## src/rtl/ma_refill_arbiter.sv

```systemverilog
// Refill arbiter: serialises fetch-side and memory-access-side cache misses
// onto one external read port and streams the returned words into the
// owning cache as a line fill. MA misses win ties because they belong to
// the older instruction in the pipeline.
module ma_refill_arbiter #(
    parameter int WIDTH      = 32,
    parameter int LINE_WORDS = 4
) (
    input  logic             clk,
    input  logic             rst,
    input  logic             i_if_miss,
    input  logic [WIDTH-1:0] i_if_addr,
    input  logic             i_ma_miss,
    input  logic [WIDTH-1:0] i_ma_addr,
    output logic             o_mem_req,
    output logic [WIDTH-1:0] o_mem_addr,
    input  logic             i_mem_ack,
    input  logic [WIDTH-1:0] i_mem_rdata,
    output logic             o_fill_we_if,
    output logic             o_fill_we_ma,
    output logic [WIDTH-1:0] o_fill_addr,
    output logic [WIDTH-1:0] o_fill_data,
    output logic             o_if_done,
    output logic             o_ma_done,
    output logic             o_pipe_stall
);

    localparam int BW  = $clog2(LINE_WORDS);
    localparam int OFF = BW + 2;
    localparam logic [WIDTH-1:0] LINE_MASK = {{(WIDTH-OFF){1'b1}}, {OFF{1'b0}}};
    localparam logic [BW-1:0]    LAST_BEAT = BW'(LINE_WORDS - 1);

    typedef enum logic [2:0] {
        IDLE    = 3'd0,
        FILL_MA = 3'd1,
        FILL_IF = 3'd2,
        DONE_MA = 3'd3,
        DONE_IF = 3'd4
    } state_t;

    state_t           state_q;
    logic [BW-1:0]    beat_q;
    logic [WIDTH-1:0] base_q;
    logic             mem_req_q;
    logic             if_done_q;
    logic             ma_done_q;

    logic             in_fill;
    logic [WIDTH-1:0] beat_addr;

    // Arbitration, burst sequencing and registered request/done outputs
    always_ff @(posedge clk) begin
        if (rst) begin
            state_q   <= IDLE;
            beat_q    <= '0;
            base_q    <= '0;
            mem_req_q <= 1'b0;
            if_done_q <= 1'b0;
            ma_done_q <= 1'b0;
        end else begin
            if_done_q <= 1'b0;
            ma_done_q <= 1'b0;
            case (state_q)
                IDLE: begin
                    if (i_ma_miss) begin
                        state_q   <= FILL_MA;
                        base_q    <= i_ma_addr & LINE_MASK;
                        beat_q    <= '0;
                        mem_req_q <= 1'b1;
                    end else if (i_if_miss) begin
                        state_q   <= FILL_IF;
                        base_q    <= i_if_addr & LINE_MASK;
                        beat_q    <= '0;
                        mem_req_q <= 1'b1;
                    end
                end
                FILL_MA, FILL_IF: begin
                    // Without an ack everything holds; memory may stall indefinitely
                    if (i_mem_ack) begin
                        beat_q <= beat_q + BW'(1);
                        if (beat_q == LAST_BEAT) begin
                            mem_req_q <= 1'b0;
                            if (state_q == FILL_MA) begin
                                state_q   <= DONE_MA;
                                ma_done_q <= 1'b1;
                            end else begin
                                state_q   <= DONE_IF;
                                if_done_q <= 1'b1;
                            end
                        end
                    end
                end
                // Miss inputs are not sampled here: the requester is still
                // dropping its request this cycle
                DONE_MA, DONE_IF: state_q <= IDLE;
                default:          state_q <= IDLE;
            endcase
        end
    end

    // Word address of the current beat and fill-port datapath, zeroed outside a fill
    always_comb begin
        in_fill      = (state_q == FILL_MA) || (state_q == FILL_IF);
        beat_addr    = base_q + (WIDTH'(beat_q) << 2);
        o_mem_addr   = in_fill ? beat_addr   : '0;
        o_fill_addr  = in_fill ? beat_addr   : '0;
        o_fill_data  = in_fill ? i_mem_rdata : '0;
        o_fill_we_ma = (state_q == FILL_MA) && i_mem_ack;
        o_fill_we_if = (state_q == FILL_IF) && i_mem_ack;
    end

    // Stall covers the miss-detect cycle in IDLE as well as the whole burst
    always_comb begin
        o_pipe_stall = in_fill || ((state_q == IDLE) && (i_if_miss || i_ma_miss));
    end

    assign o_mem_req = mem_req_q;
    assign o_if_done = if_done_q;
    assign o_ma_done = ma_done_q;

endmodule

```

## config.mk

```make
export PLATFORM = sky130hd
export DESIGN_NAME = ma_refill_arbiter
export DESIGN_NICKNAME = d
export VERILOG_FILES = /design/src/rtl/ma_refill_arbiter.sv
export SDC_FILE = /design/constraint.sdc
export NUM_CORES = 1
export LEC_CHECK = 0
export CAP_MARGIN = 20
export CORE_ASPECT_RATIO = 0.8
export CORE_MARGIN = 4
export CORE_UTILIZATION = 32
export CTS_CLUSTER_SIZE = 14
export DETAILED_ROUTE_END_ITERATION = 6
export PLACE_DENSITY = 0.91
export RECOVER_POWER = 25
export SKIP_CTS_REPAIR_TIMING = 1
export SLEW_MARGIN = 20
export SYNTH_ARGS = -nofsm -noshare
export SYNTH_HDL_FRONTEND = slang
export SYNTH_SLANG_ARGS = --single-unit
```

## constraint.sdc

```tcl
create_clock -name clk -period 1.8 [get_ports clk]
set_input_delay 0.36 -clock clk [delete_from_list [all_inputs] [get_ports clk]]
set_output_delay 0.36 -clock clk [all_outputs]
set_load 0.02 [all_outputs]
```

# == Yosys cells after proc, flatten, opt, wreduce, memory -nomap -nowiden ==
# Cells that the tools add are included.
# totals
register_bits,40
input_bits,101
output_inout_bits,102
wordCells,53
# classes
addsub,2
eq_ne,6
n_mux,21
bitwise_logic,3
reduce_logical,15
# ops
cell,count
$mux W32,4
$add A32 B4 Y32,1
$mux W3,5
$mux W1,6
$mux W2,3
$pmux W3 S2,1
$reduce_and A3 Y1,2
$ne A2 B2 Y1 const B,2
$pmux W2 S2,1
$reduce_and A4 Y1,1
$reduce_bool A2 Y1,2
$reduce_or A4 Y1,1
$eq A3 B1 Y1 const B,1
$eq A3 B2 Y1 const B,1
$logic_and A1 B1 Y1,3
$logic_not A3 Y1,1
$logic_or A1 B1 Y1,3
$ne A3 B3 Y1 const B,1
$not A1 Y1,3
$add A2 B1 Y2 const B,1
$eq A2 B2 Y1 const B,1
$pmux W1 S2,1
$reduce_and A2 Y1,1
$reduce_or A2 Y1,1

# == Depth between registers and ports, before layout ==
# Gate-level depths: netlist (run 1).
# depth
depth_word,5
depth_mapped,6
mapped_depth_nobuf,4

# == Least setup slack after synthesis (run 1) ==
# No wires, ideal clock.
# synth_timing
kind,register to output
start,register state_q[0]
end,output port o_mem_addr[10]
t_arrival_ps,1461
required_time_ps,1440
slack_ps,-21
path_stages_with_launch,7
n_path_buf,3
path_cell_list,dfxtp_1 > buf_2 > xnor2_1 > nor2_4 > clkbuf_1 > and2_1 > buf_4
# synth_via
elab_chain_cells,3
elab_cells_between_ends,4
classes_between,2 x eq/ne; 1 x mux; 1 x reduce/logical
# synth_lines
element,line_no,source
"start, declared",41,state_t state_q;
"start signal, assigned",54,state_q <= IDLE;
"start signal, assigned",66,state_q <= FILL_MA;
"start signal, assigned",71,state_q <= FILL_IF;
$eq A3 B1 Y1 / $eq A3 B2 Y1 (equally long branches),103,in_fill = (state_q == FILL_MA) || (state_q == FILL_IF);
$logic_or A1 B1 Y1 *,103,
$mux W32 *,--,
"end, declared",16,"output logic [WIDTH-1:0] o_mem_addr,"
# Every way passes the cells marked *; elsewhere a longest branch is shown, timed or not.

# == Worst setup path after layout (run 1) ==
# layout_timing
start,register state_q[0]
end,output port o_mem_addr[17]
# layout_via
elab_chain_cells,3
elab_cells_between_ends,4
classes_between,2 x eq/ne; 1 x mux; 1 x reduce/logical
# layout_lines
element,line_no,source
$eq A3 B1 Y1 / $eq A3 B2 Y1 (equally long branches),103,
$logic_or A1 B1 Y1 *,103,
$mux W32 *,105,o_mem_addr = in_fill ? beat_addr : '0;
# Marked as above.

==> results of run 1 <==
## synth_stat cells
| master | instances |
|---|---|
| and2_1 | 61 |
| buf_4 | 36 |
| dfxtp_1 | 36 |
| a21oi_1 | 29 |
| a211oi_1 | 28 |
| mux2i_1 | 28 |
| clkbuf_1 | 12 |
| buf_2 | 8 |
| nor2_1 | 4 |
| buf_6 | 3 |
| nand2b_1 | 3 |
| nor3_1 | 3 |
| inv_1 | 2 |
| nand2_1 | 2 |
| nor4b_1 | 2 |
| a211oi_2 | 1 |
| a311oi_1 | 1 |
| and2_0 | 1 |
| conb_1 | 1 |
| ha_1 | 1 |
| mux2_2 | 1 |
| nor2_4 | 1 |
| nor3b_1 | 1 |
| nor4_1 | 1 |
| o21ba_4 | 1 |
| o31ai_2 | 1 |
| o41ai_1 | 1 |
| or2_1 | 1 |
| or2_2 | 1 |
| or4_1 | 1 |
| or4b_1 | 1 |
| xnor2_1 | 1 |
## final cells by class
cell class                      instances  area share (%)
Sequential cell                        36           16.24
Tap cell                               87           2.432
Multi-Input combinational cell        180           30.89
Timing Repair Buffer                  211           48.25
Inverter                                2          0.1677
Clock buffer                            8           2.013
## worst max-delay path, delay by kind of cell, from the launching register on
kind | cells | cell delay (ps)
buf+inv | 3 | 440
flops | 1 | 370
simple gates | 2 | 330
xor+xnor | 1 | 150
## sequential cells by signal, indices dropped and copies added (netlist names)
register,cells
beat_q,2
o_ma_done,1
o_mem_req,1
base_q,28
state_q,3
o_if_done,1
## cell families (layout without fill, tap and decap cells)
family	Yosys count	count (layout)	synth area share (%)
other	1	4	0.1586
xor gates and xnor gates	1	1	0.3704
AOI/OAI and AO/OA	62	62	17.51
muxes	29	29	12.33
adders and majority gates	1	1	0.5290
and+or+nand+nor	83	83	21.85
buffers and inverters	61	221	16.77
DFF	36	36	30.48
## cell usage in the layout, fill, tap and decap left out, drive strengths merged, types with 3 or more instances in the layout
cell type | synthesis | final
nand2b | 3 | 3
a21oi | 29 | 29
nor2 | 5 | 5
conb | 1 | 4
buf | 47 | 113
a211oi | 29 | 29
dfxtp | 36 | 36
mux2i | 28 | 28
clkbuf | 12 | 12
and2 | 62 | 62
nor3 | 3 | 3
clkdlybuf4s50 | 0 | 93
## layer usage
layer / up-vias / track usage [%]
met3: 12 / 7.452
met5: - / 0
met2: 131 / 34.93
met4: 0 / 4.227
li1: 1227 / -
met1: 1168 / 17.70
## power by group through the flow
stage	registers, mW	clock network (mW)	logic (mW)
after floorplan	0.935	0	0.799
after detailed placement	0.944	0	1.46
after global placement	0.938	0	1.43
final	0.933	0.578	1.64
after global routing	0.943	0.647	1.75
after CTS	0.927	0.607	1.46
## stage by stage
step,std cells,cell area [um2],hold slack [ps],setup WS [ps]
floorplan,277,2400,466.9,12.23
global placement,512,4184,480.2,-511.8
detailed placement,512,4184,505.2,-505.9
CTS,520,4274,516.3,-568.3
global route,524,4476,525.5,-204.7
finish,524,4476,512.0,-143.6
## final timing paths
check / slack [ps] / from / end / cells past startpoint
max reg2reg: 330 / state_q[2]$_SDFFE_PP0P_ / beat_q[1]$_SDFFE_PP0P_ / 5
min reg2reg: 510 / base_q[7]$_SDFFE_PP0P_ / base_q[7]$_SDFFE_PP0P_ / 2
min: 510 / base_q[7]$_SDFFE_PP0P_ / base_q[7]$_SDFFE_PP0P_ / 2
max: -140 / state_q[0]$_SDFFE_PP0P_ / o_mem_addr[17] / 6
==> impl_results.md, run 1 <==
- Clk pwr share: about 18%
- Die footprint: 8838 um2
- Clk slew on worst S/H paths: 70 ps
- CTS Sinks: 36
- Vias in the first global route: 2615
- TNS Setup: -6890 ps
- Status: finished, violations left
- Total power: between 3 and 4 mW
- Total I/O pin count: between 200 and 250
- Final-report setup violation count: 73
- Fraction of layout cells with a size suffix above 1: 40.05%
- CTS tree: built
- CTS HTree Levels: 2
- Slowest-stage cell, CP: dfxtp_4
- Top layer in use: met4
- Post-Route M1 WL: 3.141 mm
- FF+latch area: 726.9 um2
- Chip width: ~100 um
- Final hold vios: 0
- Sw Share: 33.88%
- Max-Cap Viols: 0
- Maximum clock path buffer count: 2
- Mapped Area: 2365 um2
- Internal power: 2.087 mW
- Final core utilization: between 60 and 70%
- Post-Synthesis Cells: 274
- Mean Syn Cell Area: 8.631 um2
- Worst setup margin: -143.6 ps
- RePlAce Congestion: 0.8470
- Slew Viols, Final: 0
- Cells along the critical path: xnor2_4 -> nor2_4 -> buf_12 -> clkbuf_16 -> and2_1 -> buf_4
- Initial DRC count: 46
- Starting Density: between 30% and 40%
- WL final: 8.697 mm
- Multi-input logic area: 1383 um2
- NumNets Final: 538
- Via count: 2538
- Actual slew at the worst max-slew pin: about 530 ps
- Ys Warns: 0
- Critical Path Source Type: register
- DRC viols: 0
- Drt wl/cell: around 17 um
- Period minus WS final: between 1500 and 2000 ps
- Detail Route met2 WL: approximately 4.6 mm
- Distinct cells, synth: 32
- WP data required: between 1000 and 1500 ps
- Hold WC Path Type: register to register
- CP Class: register to primary output
- Peak VDD IR: 0.0003657 V
- Combinational fraction of design power: 52.1%
- Gr usage total: 17.92%
- Post-synth top area share: 30.48%
- Post-synth top area cell: dfxtp_1
- Total CTS buffers: 5
- Register share of total power: ~30%
- CP Capture Type: primary output
- Worst Skew: 10.42 ps
- Failing checks: negative setup slack
- Root buffer cell: clkbuf_8
- # port buffers: 190
- Max Fclk: between 500 and 600 MHz
- Grt total ovfl: 0
- Net switching power: 1.069 mW
- Layout fillers: between 500 and 600
- Core area: 7027 um2
- Area grow syn2layout: 89.26%
- RSZ-0062 raised after global routing: true
- N_diodes: 0
- Pre-antenna DRT Iters: 4
- Antenna violations before repair: 0
- Later-pin clock latency in the skew report: around 280 ps
- Worst EP arrival: 1580 ps
- Seq/Total Area, Yosys: between 30 and 40%
- Final worst-path cycle share: 108.0%
- Vias/cell: 4.844
- Total power divided by cell area: 705.2 nW/um2
- Die height: between 80 and 90 um
- Top cells by area, synth: dfxtp_1, and2_1, mux2i_1
- Largest net degree at the start of global routing: 33
- Critical Path Fanout Max: 9
- Max-Slew Margin vs Limit: 64.87%
- Flops & latches, synth: 36
- Final ANT Viol Nets: 0
- Max incr delay on CP: 370 ps
- Lkg Pwr: 1.980 nW
- DP HPWL: about 6.7 mm
- First-pass GRT wire length: 12.88 mm
- # rows: 27
- DR WL met3: 793 um
No activity file was read; power rests on OpenSTA's default activity.
==> run 2, diff against run 1 <==
--- a/config.mk
+++ b/config.mk
@@ -5,7 +5,6 @@
 export SDC_FILE = /design/constraint.sdc
 export NUM_CORES = 1
 export LEC_CHECK = 0
-export CAP_MARGIN = 20
 export CORE_ASPECT_RATIO = 0.8
 export CORE_MARGIN = 4
 export CORE_UTILIZATION = 32
==> results of run 2 <==
Same layout as run 1: the final DEF is identical, and so are final timing and power.
==> run 3, diff against run 2 <==
--- a/config.mk
+++ b/config.mk
@@ -7,10 +7,10 @@
 export LEC_CHECK = 0
 export CORE_ASPECT_RATIO = 0.8
 export CORE_MARGIN = 4
-export CORE_UTILIZATION = 32
+export CORE_UTILIZATION = 35
 export CTS_CLUSTER_SIZE = 14
 export DETAILED_ROUTE_END_ITERATION = 6
-export PLACE_DENSITY = 0.91
+export PLACE_DENSITY = 0.95
 export RECOVER_POWER = 25
 export SKIP_CTS_REPAIR_TIMING = 1
 export SLEW_MARGIN = 20
==> constraint.sdc (replaced) <==
create_clock -name clk -period 2.4 [get_ports clk]
set_input_delay 0.48 -clock clk [delete_from_list [all_inputs] [get_ports clk]]
set_output_delay 0.48 -clock clk [all_outputs]
set_load 0.02 [all_outputs]
==> run 3 against run 2 <==
The flow now finishes without violations. Non-clock buffer count decreased by 8. Sequential cell count stayed put. Final cell count decreased by 2.1%. First-iteration DRC count increased by 54%. Largest power group unchanged.
==> impl_results.md, run 3 (synthesized netlist as in run 1, its figures left out) <==
- Cells along the critical path: dlygate4sd3_1 -> o21ba_1 -> and2_0 -> or2_1 -> dlymetal6s2s_1 (was xnor2_4 -> nor2_4 -> buf_12 -> clkbuf_16 -> and2_1 -> buf_4)
- Critical Path Fanout Max: 2 (was 9)
- Antenna violations before repair: 0 (unchanged)
- Largest Register: base_q (unchanged)
- N_diodes: 0 (unchanged)
- NumNets Final: 530 (was 538)
- Period minus WS final: 2293 ps
- Final ANT Viol Nets: 0 (unchanged)
- CP Class: input port to primary output (was register to primary output)
- RePlAce Congestion: 0.7493 (was 0.8470)
- # rows: 26 (was 27)
- Drt wl/cell: 16.47 um (was 16.60 um)
- Largest net degree at the start of global routing: 48 (was 33)
- Hold WC Path Type: register to register (unchanged)
- Die footprint: 8144 um2 (was 8838 um2)
- Via count: 2483 (was 2538)
- Total power: 2.141 mW (was 3.156 mW)
- Critical Path Source Type: input port (was register)
- CTS Sinks: 36 (unchanged)
- Min-Delay Path Depth: 2 (unchanged)
- Maximum clock path buffer count: 2 (unchanged)
- Root buffer cell: clkbuf_8 (unchanged)
- First-pass GRT wire length: 11.78 mm (was 12.88 mm)
- Core area: 6474 um2 (was 7027 um2)
- Crit path buf inv count: 2 (was 3)
- RSZ-0062 raised after global routing: false (was true)
- Actual slew at the worst max-slew pin: 660.4 ps (was 527.0 ps)
- Net switching power: 733.2 uW (was 1.069 mW)
- DRC viols: 0 (unchanged)
- Status: completed (was finished, violations left)
- Lkg Pwr: 3.134 nW (was 1.980 nW)
- Internal power: 1.408 mW (was 2.087 mW)
- # port buffers: 190 (unchanged)
- WP data required: 1920 ps (was 1440 ps)
- Crit. path cell count: 5 (was 6)
- Clk pwr share: 20.1% (was 18.3%)
- Worst Skew: 2.554 ps (was 10.42 ps)
- Max-Slew Margin vs Limit: 55.97% (was 64.87%)
- Commonest cells after routing, fill and taps aside: clkdlybuf4s50_1, dlymetal6s2s_1, and2_1 (was clkdlybuf4s50_1, buf_6, dfxtp_1, buf_4, and2_4)
- Top Registers: base_q (28), state_q (3), beat_q (2) (unchanged)
- Total I/O pin count: 203 (unchanged)
- Sw Share: 34.24% (was 33.88%)
- CTS HTree Levels: 2 (unchanged)
- WL final: 8.448 mm (was 8.697 mm)
- Total CTS buffers: 5 (unchanged)
- Starting Density: 36.53% (was 33.65%)
- Area grow syn2layout: 86.67% (was 89.26%)
- Combinational fraction of design power: 47.4% (was 52.1%)
- Peak VDD IR: 0.0002403 V (was 0.0003657 V)
- Grt total ovfl: 0 (unchanged)
- DP HPWL: 6.233 mm (was 6.695 mm)
- Commonest non-fill, non-tap cell in the layout: clkdlybuf4s50_1 (unchanged)
- Final hold vios: 0 (unchanged)
- Worst EP arrival: 1810 ps (was 1580 ps)
- TNS Setup: 0 ps (was -6890 ps)
- Fraction of layout cells with a size suffix above 1: 6.061% (was 40.05%)
- Later-pin clock latency in the skew report: 270 ps (was 280 ps)
- Vias/cell: 4.840 (was 4.844)
- Register share of total power: 32.4% (was 29.6%)
- Pre-antenna DRT Iters: 4 (unchanged)
- Die height: 81.52 um (was 84.89 um)
- Slowest-stage cell, CP: dlygate4sd3_1 (was dfxtp_4)
- Top delay family on crit path: buffers and inverters (unchanged)
- Vias in the first global route: 2383 (was 2615)
- Final-report setup violation count: 0 (was 73)
- CP Capture Type: primary output (unchanged)
- Max incr delay on CP: 570 ps (was 370 ps)
- Slew Viols, Final: 0 (unchanged)
- Clk slew on worst S/H paths: 70 ps (about the same)
- Max FFs per register: 28 (unchanged)
- Layout fillers: 492 (was 563)
- Max Fclk: 436.1 MHz
- Total power divided by cell area: 485.1 nW/um2 (was 705.2 nW/um2)
- Min Hold Slack: 496.9 ps (was 512.0 ps)
- Max-Cap Viols: 0 (unchanged)
- Chip width: 99.90 um (was 104.1 um)
- Gr usage total: 17.90% (was 17.92%)
- R2R depth: 5 (unchanged)
- CTS tree: built (unchanged)
- Initial DRC count: 71 (was 46)
- Final worst-path cycle share: 95.54%
==> run 3: power by group through the flow <==
stage          sequential, mW  clock, mW  combinational, mW
2_1_floorplan           0.700          0              0.593
3_3_place_gp            0.702          0               1.03
3_5_place_dp            0.705          0               1.05
4_1_cts                 0.693      0.448               1.06
5_1_grt                 0.704      0.480               1.08
6_report                0.694      0.431               1.02
==> run 3: per-stage QoR <==
| stage | util, % | area, um2 | worst slack, ps | instances |
|---|---|---|---|---|
| finish | 68.19 | 4414 | 107.0 | 513 |
| global route | 68.19 | 4414 | 16.89 | 513 |
| CTS | 64.75 | 4192 | -124.8 | 513 |
| detailed placement | 63.36 | 4101 | -120.8 | 505 |
| global placement | 63.36 | 4101 | -88.08 | 505 |
| floorplan | - | 2376 | 431.5 | 277 |
==> run 3: path summary, 6_finish.rpt <==
kind,from,end,slack (ps)
setup reg to reg,state_q[0]$_SDFFE_PP0P_,beat_q[1]$_SDFFE_PP0P_,590
setup / recovery,i_if_miss,o_pipe_stall,110
hold / removal,beat_q[1]$_SDFFE_PP0P_,beat_q[1]$_SDFFE_PP0P_,500
hold reg to reg,beat_q[1]$_SDFFE_PP0P_,beat_q[1]$_SDFFE_PP0P_,500
==> run 3: routing by layer <==
layer,GRT usage (%),wire (um),vias to the layer above
met3,5.093,730,4
met5,0,0,-
met2,31.62,4341,125
li1,-,-,1218
met1,21.97,3335,1136
met4,3.274,40,0
==> run 3: final cells by class <==
class / instances / area (um2) / area share (%)
Timing Repair Buffer: 203 / 2228 / 50.48
Sequential cell: 36 / 720.7 / 16.33
Tap cell: 84 / 105.1 / 2.381
Multi-Input combinational cell: 180 / 1262 / 28.60
Inverter: 2 / 7.507 / 0.1701
Clock buffer: 8 / 90.09 / 2.041
==> run 3: worst reg2reg max path, delay by kind of cell, from the launching register on <==
kind | cells | cell delay, ps
AOI/OAI and AO/OA | 2 | 590
DFF | 1 | 380
buffers and inverters | 2 | 590
and+or+nand+nor | 1 | 160
